$ cat config.mk
export PLATFORM = sky130hd
export DESIGN_NAME = collision_scanner
export DESIGN_NICKNAME = d
export VERILOG_FILES = /design/src/rtl/collision_scanner.sv
export SDC_FILE = /design/constraint.sdc
export NUM_CORES = 1
export LEC_CHECK = 0
export ABC_CLOCK_PERIOD_IN_PS = 6000
export BUFFER_PORTS_ARGS = -buffer_cell sky130_fd_sc_hd__buf_4
export CAP_MARGIN = 5
export CORE_UTILIZATION = 49
export CTS_BUF_LIST = sky130_fd_sc_hd__clkbuf_4 sky130_fd_sc_hd__clkbuf_8 sky130_fd_sc_hd__clkbuf_16
export DETAILED_ROUTE_END_ITERATION = 16
export PLACE_DENSITY = 0.82
export SYNTH_ARGS = -nofsm -noshare
export SYNTH_HDL_FRONTEND = slang
export SYNTH_SLANG_ARGS = --single-unit
$ cat constraint.sdc
create_clock -name clk -period 6 [get_ports clk]
set_input_delay 1.2 -clock clk [delete_from_list [all_inputs] [get_ports clk]]
set_output_delay 1.2 -clock clk [all_outputs]
set_load 0.03 [all_outputs]
$ cat src/rtl/collision_scanner.sv
// rtl/collision_scanner.sv - sequential frog-versus-car overlap scanner, one car per clock
module collision_scanner #(
    parameter int NUM_LANES     = 6,
    parameter int CARS_PER_LANE = 3,
    parameter int COORD_W       = 10,
    parameter int BLOCKSIZE     = 32,
    parameter int LANE0_Y       = 256,
    parameter int WRAP          = 1,
    parameter int SCREEN_W      = 640,
    localparam int LANE_W = (NUM_LANES > 1) ? $clog2(NUM_LANES) : 1,
    localparam int CAR_W  = (CARS_PER_LANE > 1) ? $clog2(CARS_PER_LANE) : 1
) (
    input  logic                                       clk,
    input  logic                                       reset,
    input  logic                                       start,
    input  logic [COORD_W-1:0]                         frog_x,
    input  logic [COORD_W-1:0]                         frog_y,
    input  logic [COORD_W-1:0]                         frog_size,
    input  logic [NUM_LANES*CARS_PER_LANE*COORD_W-1:0] car_x,
    input  logic [NUM_LANES*COORD_W-1:0]               lane_length,
    output logic                                       busy,
    output logic                                       done,
    output logic                                       hit,
    output logic [LANE_W-1:0]                          hit_lane,
    output logic [CAR_W-1:0]                           hit_car,
    output logic [NUM_LANES-1:0]                       lane_hit_mask
);

    localparam int N     = NUM_LANES * CARS_PER_LANE;
    localparam int IDX_W = (N > 1) ? $clog2(N) : 1;
    localparam int W2    = COORD_W + 2;

    typedef enum logic [1:0] {IDLE, SCAN, DONE} state_t;

    state_t state, state_next;

    logic [COORD_W-1:0]   fx, fy, fs;
    logic [IDX_W-1:0]     idx;
    logic [LANE_W-1:0]    lane_idx;
    logic [CAR_W-1:0]     car_idx;
    logic [W2-1:0]        lane_y;

    logic                 acc_hit;
    logic [NUM_LANES-1:0] acc_mask;
    logic [LANE_W-1:0]    acc_lane;
    logic [CAR_W-1:0]     acc_car;

    logic                 hit_nxt;
    logic [NUM_LANES-1:0] mask_nxt;
    logic [LANE_W-1:0]    lane_nxt;
    logic [CAR_W-1:0]     car_nxt;

    logic [W2-1:0] fx2, fy2, fs2, car_pos, car_len, car_end;
    logic          ytouch, xtouch, wrap_touch, overlap, last;

    // Lane and car counters run alongside the flat index so no divider is needed.
    assign last    = (idx == IDX_W'(N - 1));
    assign fx2     = W2'(fx);
    assign fy2     = W2'(fy);
    assign fs2     = W2'(fs);
    assign car_pos = W2'(car_x[idx*COORD_W +: COORD_W]);
    assign car_len = W2'(lane_length[lane_idx*COORD_W +: COORD_W]);
    assign car_end = car_pos + car_len;

    assign ytouch     = (fy2 < lane_y + W2'(BLOCKSIZE)) && (fy2 + fs2 > lane_y);
    assign xtouch     = (fx2 < car_end) && (fx2 + fs2 > car_pos);
    assign wrap_touch = (WRAP != 0) && (car_end > W2'(SCREEN_W))
                        && (fx2 < car_end - W2'(SCREEN_W));
    assign overlap    = (state == SCAN) && ytouch && (xtouch || wrap_touch);

    assign busy = (state == SCAN);
    assign done = (state == DONE);

    always_comb begin
        hit_nxt  = acc_hit;
        mask_nxt = acc_mask;
        lane_nxt = acc_lane;
        car_nxt  = acc_car;
        if (overlap) begin
            hit_nxt            = 1'b1;
            mask_nxt[lane_idx] = 1'b1;
            if (!acc_hit) begin
                lane_nxt = lane_idx;
                car_nxt  = car_idx;
            end
        end
    end

    always_comb begin
        state_next = state;
        case (state)
            IDLE:    if (start) state_next = SCAN;
            SCAN:    if (last) state_next = DONE;
            DONE:    state_next = IDLE;
            default: state_next = IDLE;
        endcase
    end

    always_ff @(posedge clk) begin
        if (reset) begin
            state         <= IDLE;
            fx            <= '0;
            fy            <= '0;
            fs            <= '0;
            idx           <= '0;
            lane_idx      <= '0;
            car_idx       <= '0;
            lane_y        <= '0;
            acc_hit       <= 1'b0;
            acc_mask      <= '0;
            acc_lane      <= '0;
            acc_car       <= '0;
            hit           <= 1'b0;
            hit_lane      <= '0;
            hit_car       <= '0;
            lane_hit_mask <= '0;
        end else begin
            state <= state_next;
            case (state)
                IDLE: begin
                    if (start) begin
                        fx       <= frog_x;
                        fy       <= frog_y;
                        fs       <= frog_size;
                        idx      <= '0;
                        lane_idx <= '0;
                        car_idx  <= '0;
                        lane_y   <= W2'(LANE0_Y);
                        acc_hit  <= 1'b0;
                        acc_mask <= '0;
                        acc_lane <= '0;
                        acc_car  <= '0;
                    end
                end
                SCAN: begin
                    acc_hit  <= hit_nxt;
                    acc_mask <= mask_nxt;
                    acc_lane <= lane_nxt;
                    acc_car  <= car_nxt;
                    idx      <= idx + 1'b1;
                    if (car_idx == CAR_W'(CARS_PER_LANE - 1)) begin
                        car_idx  <= '0;
                        lane_idx <= lane_idx + 1'b1;
                        lane_y   <= lane_y + W2'(BLOCKSIZE);
                    end else begin
                        car_idx <= car_idx + 1'b1;
                    end
                    // Results include the final car, so load from the next-accumulator values.
                    if (last) begin
                        hit           <= hit_nxt;
                        lane_hit_mask <= mask_nxt;
                        hit_lane      <= lane_nxt;
                        hit_car       <= car_nxt;
                    end
                end
                default: ;
            endcase
        end
    end

endmodule

# --- Word level (Yosys, flattened, before mapping) ---
# Index checks and enable logic that the tools add are counted.
totals:
  ff_bits: 78
  output_inout_bits: 14
  in_bits: 273
  word_cells: 86
classes:
  reduce_logical: 14
  multipliers: 2
  bitwise: 1
  n_addsub: 8
  muxes: 28
  n_shift: 2
  n_lt_le_gt_ge: 8
  eq_ne: 7
ops:
  columns: ["operator", "n"]
  rows:
  - ["$shiftx 180x10->10", 1]
  - ["$shiftx 60x8->10", 1]
  - ["$add 10x10->11", 3]
  - ["$lt 10x12->1", 2]
  - ["$mux 12", 2]
  - ["$pmux 12 s2", 1]
  - ["$add 12x6->12 const B", 1]
  - ["$gt 11x12->1", 1]
  - ["$mux 2", 6]
  - ["$mux 3", 4]
  - ["$mux 6", 2]
  - ["$pmux 2 s2", 3]
  - ["$pmux 3 s2", 2]
  - ["$pmux 6 s2", 1]
  - ["$sub 11x10->12 const B", 1]
  - ["$gt 11x10->1", 1]
  - ["$gt 11x10->1 const B", 1]
  - ["$lt 10x11->1", 1]
  - ["$pmux 5 s2", 1]
  - ["$mul 5x3->8 const B", 1]
  - ["$reduce_and 2->1", 4]
  - ["$logic_and 1x1->1", 6]
  - ["$mul 3x3->6 const B", 1]
  - ["$or 6x6->6", 1]
  - ["other kinds (18)", 22]

# --- Logic depth before layout (Yosys ltp) ---
# Gate-level depths: netlist of the first run.
logic_depth:
  ltp_word: 10
  ltp_mapped: 24
  mapped_depth_nobuf: 21

# --- Worst setup path after synthesis of the first run ---
# Ideal clock, no wire load.
synth_path:
  kind: "input-to-reg"
  start: "in car_x[150]"
  end: "reg hit_car[1]"
  setup_ns: 0.091
  arrival_ns: 5.358
  path_stages: 19
  t_required_ns: 5.909
  path_buffers: 1
  path_slack_ns: 0.551
  path_cell_list: "mux4_2 > mux4_2 > inv_1 > o22ai_1 > ha_1 > fa_1 > nand3_1 > nand2_1 > a211oi_1 > xor2_1 > ha_1 > ha_1 > a21o_1 > a21oi_1 > a32oi_2 > o22ai_1 > buf_2 > nand3_1 > a311oi_1"
synth_via:
  elab_chain_cells: 8
  word_cells_on_any_way: 12
  cone_classes: "add/sub: 2; order compare: 4; shift: 1; mux: 1; reduce/logical: 4"
synth_lines:
  columns: ["item", "line", "text"]
  rows:
  - ["start, declared", "19", "input logic [NUM_LANES*CARS_PER_LANE*COORD_W-1:0] car_x,"]
  - ["$shiftx 180x10->10 *", "61", "assign car_pos = W2'(car_x[idx*COORD_W +: COORD_W]);"]
  - ["$add 10x10->11", "63", "assign car_end = car_pos + car_len;"]
  - ["$sub 11x10->12", "68", "&& (fx2 < car_end - W2'(SCREEN_W));"]
  - ["$lt 10x12->1", "68", null]
  - ["$logic_and 1x1->1", "68", null]
  - ["$logic_or 1x1->1 *", "69", "assign overlap = (state == SCAN) && ytouch && (xtouch || wrap_touch);"]
  - ["$logic_and 1x1->1 *", "69", null]
  - ["$mux 2 *", "79", "if (overlap) begin"]
  - ["end signal, assigned", "153", "hit_car <= car_nxt;"]
  - ["end, declared", "25", "output logic [CAR_W-1:0] hit_car,"]
# Every way passes the cells marked *; elsewhere a longest branch is shown, timed or not.
# A chain may end at the register's enable or synchronous reset.

# --- Final worst setup path of the first run ---
# Ends and elaborated chain as after synthesis.

==> results.yml, run 1 <==
global_route:
  grt_antenna_before_repair: 0
  globalRoute.totalOverflow: 0
  grtUsageTotal: 0.3269
  grt_max_degree: 67
  first_pass_grt_wire_length_mm: 35.77
  first_global_vias: 6946
setup_path:
  ff2ff_setup_slack_ns: 0.57
  critPathMaxStageDelay_ns: 0.47
  worst_r2r_startpoint: "idx[0]"
  critical_path_class: "in2reg"
  critPathMaxFanout: 12
  crit_path_start_kind: "primary input"
  critical_path_required_ns: 6.24
  sort_of_element_at_the_end_of_the_critical_path: "flop"
  worst_setup_path_startpoint: "car_x[150]"
  crit_path_top_delay_cell: "sky130_fd_sc_hd__mux4_2"
  crit_arrival_ns: 5.88
  crit_buf_inv: 3
  r2r_worst_path_depth: 21
  cp_delay_by_family_top: "compound AO/OA/AOI/OAI gates"
  critical_path.most_common_cell: "sky130_fd_sc_hd__ha_1"
  path_cells: "buf_4 -> mux4_2 -> mux4_2 -> inv_1 -> o22ai_1 -> ha_1 -> fa_1 -> nand3_1 -> nand2_1 -> a211oi_1 -> xor2_1 -> ha_1 -> ha_1 -> a21o_1 -> a21oi_1 -> a32oi_2 -> o22ai_1 -> buf_4 -> nand3_1 -> a311oi_1"
  regToRegEndpoint: "hit_car[1]"
placed_design:
  portBuffers: 286
  pre_cts_ws_ns: 0.07316
  hpwl_mm: 18.30
  finalWeightedCongestion: 0.9248
die:
  die_span_in_x_um: 118.4
  core_region_area_mm2: 0.01324
  starting_utilization_of_the_core_area: 0.5017
  fp-row-count: 42
  pin_count: 287
  die_area_mm2: 0.01403
  die_h_um: 118.4
clock_tree:
  numClockSinks: 73
  clock_path_buffers: 2
  cts_made_buffers: 9
  cts.repair_timing.setup_buffer_count: 0
  cts_tree: "built"
  postCtsResizedCells: 0
  cts_max_level: 3
  root_buffer: "sky130_fd_sc_hd__clkbuf_16"
  worst_setup_hold_path_clk_slew_ns: 0.06
  cts-hold-fix-buffers: 0
  clock_insertion_delay_worst_skew_ns: 0.34
routing:
  drt_first_pass_iters: 5
  final_ant_viol_nets: 0
  drt_drc_violations_left: 0
  wirelength_mm: 22.92
  wl_per_cell_um: 18.92
  detail_route.iter0.violations: 530
  vias_per_cell: 5.924
  route.vias.total: 7174
hold_path:
  worstHoldEndpoint: "acc_mask[5]"
  timing.hold.worst.class: "reg2reg"
  hold_path_depth: 2
  worstHoldStart: "acc_mask[5]"
cells_and_area:
  multi_input_area_mm2: 0.004848
  num-nets-final: 1374
  layout-area-overhead-vs-synth_pct: 39.11
  final_layout_size_suffix_gt1_frac: 0.3714
  most_common_library_cell_in_the_layout_ignoring_fill_and_taps: "sky130_fd_sc_hd__buf_4"
  mostFrequentLayoutCells: "sky130_fd_sc_hd__buf_4 (300), sky130_fd_sc_hd__a21oi_1 (77), sky130_fd_sc_hd__nand2_1 (76)"
  final_layout_fill_cell_count: 1107
  seqCellArea_mm2: 0.001466
sta:
  unrepaired_setup_endpoints_after_global_routing: "no"
  setup-tns-final_ns: 0
  final_skew_ns: 0.009524
  fmaxAchievable_ghz: 0.1773
  timing.max_slew.rel_slack: 0.4065
  final_critical_path_setup_slack_ns: 0.3582
  post-route-period-util: 0.9403
  finalHoldViolCount: 0
  setup_viol: 0
  finalCriticalPeriod_ns: 5.642
  tightestPinTransition_ns: 0.8821
  timing.final.max_slew_violations: 0
synth:
  synthFlopType: "sky130_fd_sc_hd__dfxtp_1"
  dominant_cells_by_area_after_synthesis: "sky130_fd_sc_hd__dfxtp_1 (22%), sky130_fd_sc_hd__mux4_2 (14%), sky130_fd_sc_hd__ha_1 (13%)"
  synth-warning-count: 0
  synth_sequential_area_ratio: 0.2200
  synth_enable_flop_cells: 0
  synthCells: 766
  compound_gate_fraction_of_synth_area: 0.2234
  post_synth_num_cell_types: 61
  asyncSetResetFlopFracSynth: 0
  synth_top_family_by_area: "compound AO/OA/AOI/OAI gates"
  yosys_register_bits: 73
  post_synth.cell_area_avg_um2: 8.673
  yosys.area_share.simple: 0.1476
  synth.mux.area_fraction: 0.1844
  synth_fp_nets: 1111
  synthAdderAreaFrac: 0.1390
  netlist.area_leader.share: 0.2200
  yosysTopAreaCell: "sky130_fd_sc_hd__dfxtp_1"
  synth_xor_area_frac: 0.03540
  synth_area_mm2: 0.006644
pwr:
  power.switching_w: 0.0005539
  vdd_drop_max_v: 0.0002066
  power.density_cell_area_mw_per_mm2: 185.5
  power.clock.fraction: 0.317
  seq_power_share: 0.306
  internal-power_w: 0.001161
  switching_share: 0.3231
  power.static_leakage_nw: 4.067
  p_comb_frac: 0.377
status:
  outcome: "finished, final reports clean"
run:
  max_cap_viol_count: 0
==> cell usage after synthesis (2+ instances only) <==
cell type	number
sky130_fd_sc_hd__buf_1	2
sky130_fd_sc_hd__inv_1	36
sky130_fd_sc_hd__nor2b_1	4
sky130_fd_sc_hd__o21ai_0	16
sky130_fd_sc_hd__o211ai_1	6
sky130_fd_sc_hd__a21o_1	9
sky130_fd_sc_hd__nor4_1	4
sky130_fd_sc_hd__o22ai_1	3
sky130_fd_sc_hd__o21bai_1	11
sky130_fd_sc_hd__and3_1	2
sky130_fd_sc_hd__o22a_1	9
sky130_fd_sc_hd__a22oi_1	31
sky130_fd_sc_hd__fa_1	3
sky130_fd_sc_hd__nor2_1	68
sky130_fd_sc_hd__ha_1	69
sky130_fd_sc_hd__xnor2_1	20
sky130_fd_sc_hd__mux2i_1	20
sky130_fd_sc_hd__mux4_2	41
sky130_fd_sc_hd__and4_1	2
sky130_fd_sc_hd__nand3_1	25
sky130_fd_sc_hd__clkbuf_1	40
sky130_fd_sc_hd__nand4_1	8
sky130_fd_sc_hd__nor3b_1	4
sky130_fd_sc_hd__o21a_1	8
sky130_fd_sc_hd__nand2_1	76
sky130_fd_sc_hd__buf_2	6
sky130_fd_sc_hd__a21oi_2	3
sky130_fd_sc_hd__nor3_1	6
sky130_fd_sc_hd__a211oi_1	13
sky130_fd_sc_hd__dfxtp_1	73
sky130_fd_sc_hd__a31oi_1	14
sky130_fd_sc_hd__o21ai_2	5
sky130_fd_sc_hd__mux2_2	9
sky130_fd_sc_hd__a21oi_1	77
sky130_fd_sc_hd__xor2_1	5
sky130_fd_sc_hd__a311oi_1	6
sky130_fd_sc_hd__nand2b_1	8
==> sequential cells by signal, summed over array words and instances (netlist names) <==
| register | cells |
|---|---|
| acc_car | 2 |
| acc_lane | 3 |
| lane_idx | 3 |
| acc_mask | 6 |
| lane_hit_mask | 6 |
| lane_y | 7 |
| car_idx | 2 |
| idx | 5 |
| hit_car | 2 |
| fx | 10 |
| fs | 10 |
| hit | 1 |
| hit_lane | 3 |
| fy | 10 |
| acc_hit | 1 |
| state | 2 |
==> power groups by stage <==
stage                     Combinational, W  Sequential [W]  Clock [W]
after floorplan                   0.000408        0.000523          0
after global placement            0.000621        0.000534          0
after detailed placement          0.000634        0.000535          0
after CTS                         0.000639        0.000524   0.000546
after global routing              0.000711        0.000528   0.000568
final                             0.000646        0.000525   0.000544
==> layer usage <==
metal  part of all wire  vias up  global-route usage
li1                   -     3392                   -
met1               0.43     3399              0.4375
met2               0.45      341              0.5324
met3              0.095       42             0.07963
met4              0.019        0             0.07358
met5                  0        -                   0
==> how the worst max path moves through the flow <==
stage | cells past startpoint | slack (ns) | to
final | 20 | 0.36 | hit_car[1]
after global routing | 20 | 0.02 | hit_car[1]
after CTS | 20 | 0.39 | hit_car[1]
after detailed placement | 20 | 0.07 | hit_car[1]
after global placement | 20 | 0.25 | hit_car[1]
after floorplan | 19 | 0.55 | hit_car[1]
==> worst reg2reg max path, delay by kind of cell, from the launching register on <==
| family | cells | cell delay, ns |
|---|---|---|
| AOI/OAI and AO/OA | 9 | 1.84 |
| adders and majority gates | 3 | 0.93 |
| muxes | 2 | 0.80 |
| DFF | 1 | 0.57 |
| buffers and inverters | 3 | 0.53 |
| and+or+nand+nor | 3 | 0.34 |
| xor gates and xnor gates | 1 | 0.33 |
==> per-stage QoR <==
stage               instances  utilization  total power (W)  area, um2  hold slack, ns
CTS                      1210       0.6978         0.001710       9240          0.4599
global placement         1194       0.6753         0.001155       8942          0.4392
detailed placement       1194       0.6753         0.001169       8942          0.4464
finish                   1211       0.6979         0.001715       9243          0.4521
global route             1210       0.6978         0.001806       9240          0.4774
floorplan                 766            -        0.0009309       6644          0.4242
==> cells by family after synthesis <==
family	count (synthesis)
flops	73
simple gates	216
compound gates	224
xor+xnor	26
mux	70
buf+inv	85
fa+ha+maj	72
==> final cells by class <==
type / instances / share of cell area
Antenna cell: 1 / 0.0002707
Inverter: 36 / 0.01462
Clock buffer: 10 / 0.02518
Clock inverter: 6 / 0.007039
Timing Repair Buffer: 301 / 0.2458
Multi-Input combinational cell: 608 / 0.5246
Tap cell: 176 / 0.02383
Sequential cell: 73 / 0.1587
Note: power is estimated with default switching activity, not from simulation.
==> run 2, diff against run 1 <==
Settings changed: CORE_UTILIZATION 49 to 35, PLACE_DENSITY 0.82 to unset.
==> run 2 against run 1 <==
Net effect:
- sequential power about the same
- register-to-register slack about the same
- largest cell class unchanged
- critical path depth increased by 3
- design area increased by 0.70%
- core utilization decreased by 20 points
- via count decreased by 4.0%
- die area increased by 39%
- count of clock-buffer cells in the layout increased by 1
- combinational power about the same
- hold slack improved by 0.0018 ns
==> results.yml, run 2 (same netlist as run 1, synthesis figures left out) <==
status:
  outcome: "finished, final reports clean"
routing:
  vias_per_cell: 5.424
  final_ant_viol_nets: 0
  wl_per_cell_um: 18.24
  detail_route.iter0.violations: 424
  drt_first_pass_iters: 4
  wirelength_mm: 23.17
  drt_drc_violations_left: 0
  route.vias.total: 6889
sta:
  post-route-period-util: 0.9048
  finalCriticalPeriod_ns: 5.429
  finalHoldViolCount: 0
  setup_viol: 0
  timing.final.max_slew_violations: 0
  final_skew_ns: 0.009345
  unrepaired_setup_endpoints_after_global_routing: "no"
  fmaxAchievable_ghz: 0.1842
  timing.max_slew.rel_slack: 0.3876
  tightestPinTransition_ns: 0.9102
  setup-tns-final_ns: 0
pwr:
  power.static_leakage_nw: 4.073
  total_design_power_w: 0.001679
  power.density_cell_area_mw_per_mm2: 180.4
  vdd_drop_max_v: 0.0001762
run:
  max_cap_viol_count: 0
global_route:
  first_pass_grt_wire_length_mm: 36.00
  first_global_vias: 6536
  grt_antenna_before_repair: 0
  globalRoute.totalOverflow: 0
  grtUsageTotal: 0.2389
  grt_max_degree: 67
clock_tree:
  cts_max_level: 3
  worst_setup_hold_path_clk_slew_ns: 0.06
  cts-hold-fix-buffers: 0
  postCtsResizedCells: 0
  cts_tree: "built"
  clock_path_buffers: 2
  root_buffer: "sky130_fd_sc_hd__clkbuf_16"
  cts.repair_timing.setup_buffer_count: 0
  clock_insertion_delay_worst_skew_ns: 0.34
  cts_made_buffers: 9
  numClockSinks: 73
die:
  die_area_mm2: 0.01954
  core_region_area_mm2: 0.01864
  die_h_um: 139.8
  fp-row-count: 50
  die_span_in_x_um: 139.8
  starting_utilization_of_the_core_area: 0.3564
  pin_count: 287
cells_and_area:
  layout-area-overhead-vs-synth_pct: 40.09
  largest_registers: "fs x10, fx x10, fy x10"
  final_layout_size_suffix_gt1_frac: 0.3726
  most_common_library_cell_in_the_layout_ignoring_fill_and_taps: "sky130_fd_sc_hd__buf_4"
  antenna-diode-count: 0
  num-nets-final: 1376
  mostFrequentLayoutCells: "sky130_fd_sc_hd__buf_4 (302), sky130_fd_sc_hd__a21oi_1 (77), sky130_fd_sc_hd__nand2_1 (76)"
placed_design:
  portBuffers: 286
  hpwl_mm: 18.83
  finalWeightedCongestion: 0.8948
setup_path:
  path_cells: "buf_4 -> mux4_2 -> mux2i_1 -> nor2_1 -> a21oi_1 -> o22a_1 -> inv_1 -> ha_1 -> o21ai_0 -> a21oi_1 -> nand2_1 -> xnor2_1 -> inv_1 -> ha_1 -> xor2_1 -> ha_1 -> o211a_1 -> o21ai_0 -> a32oi_2 -> o22ai_1 -> buf_4 -> a31oi_1 -> a211oi_1"
  critPathMaxStageDelay_ns: 0.59
  critical_path_class: "reg2reg"
  cp_delay_by_family_top: "compound AO/OA/AOI/OAI gates"
  critPathMaxFanout: 20
  crit_arrival_ns: 5.62
  critical_path_required_ns: 6.19
  crit_path_start_kind: "flop"
  crit_buf_inv: 4
  critical_path.most_common_cell: "sky130_fd_sc_hd__ha_1"
  crit_path_top_delay_cell: "sky130_fd_sc_hd__dfxtp_4"
  sort_of_element_at_the_end_of_the_critical_path: "flop"
hold_path:
  timing.hold.worst.class: "reg2reg"
[run 2: cell count changes in the layout (fill, tap and decap cells not counted)]
cell                         change
sky130_fd_sc_hd__bufinv_16       -1
sky130_fd_sc_hd__clkinv_2        +2
sky130_fd_sc_hd__clkbuf_8        +1
sky130_fd_sc_hd__diode_2         -1
sky130_fd_sc_hd__clkinv_4        +1
sky130_fd_sc_hd__clkinvlp_4      -1
sky130_fd_sc_hd__inv_4           -1
sky130_fd_sc_hd__buf_4           +2
sky130_fd_sc_hd__inv_6           -1
[run 2: tightest hold or removal path, stage by stage (launching register included)]
cell and delay [ns]:
sky130_fd_sc_hd__dfxtp_1 0.30, sky130_fd_sc_hd__a31oi_1 0.05, sky130_fd_sc_hd__nor2_1 0.07
[run 2: area by class of cell]
cell class / instances / area (um2)
clock buffer: 11 / 246.5
clock inverter: 5 / 31.28
fill: 1798 / 9335
inverter: 36 / 135.1
multi-input combinational: 608 / 4848
sequential: 73 / 1466
tap: 234 / 292.8
timing repair buffer: 303 / 2287
[run 2: final timing paths]
check | start | endpoint | slack (ns) | cells past startpoint
worst min-delay path | acc_mask[4] | acc_mask[4] | 0.45 | 2
worst max-delay path | idx[0] | lane_hit_mask[2] | 0.57 | 23
worst min register to register | acc_mask[4] | acc_mask[4] | 0.45 | 2
worst max register to register | idx[0] | lane_hit_mask[2] | 0.57 | 23
[run 2: report_power, final]
group / switching, W / leakage (nW) / total [W] / internal, W
Clock: 0.000215 / 0.139 / 0.000509 / 0.000294
Sequential: 0.0000243 / 0.595 / 0.000525 / 0.000501
Combinational: 0.000311 / 3.34 / 0.000645 / 0.000334
[run 2: routing by layer]
metal,up-vias,part of all wire,GRT usage
li1,3400,-,-
met1,3225,0.47,0.3374
met2,240,0.45,0.3716
met3,24,0.071,0.05196
met4,0,0.014,0.05032
met5,-,0,0
[run 2: per-stage QoR]
stage / hold WS (ns) / instance area, um2 / util / setup slack (ns) / instances
global placement: 0.4416 / 9030 / 0.4844 / 0.3129 / 1254
CTS: 0.4596 / 9308 / 0.4993 / 0.5640 / 1270
finish: 0.4539 / 9308 / 0.4993 / 0.5713 / 1270
detailed placement: 0.4457 / 9030 / 0.4844 / 0.2158 / 1254
floorplan: 0.4242 / 6644 / - / 0.5514 / 766
global route: 0.4817 / 9308 / 0.4993 / 0.1023 / 1270
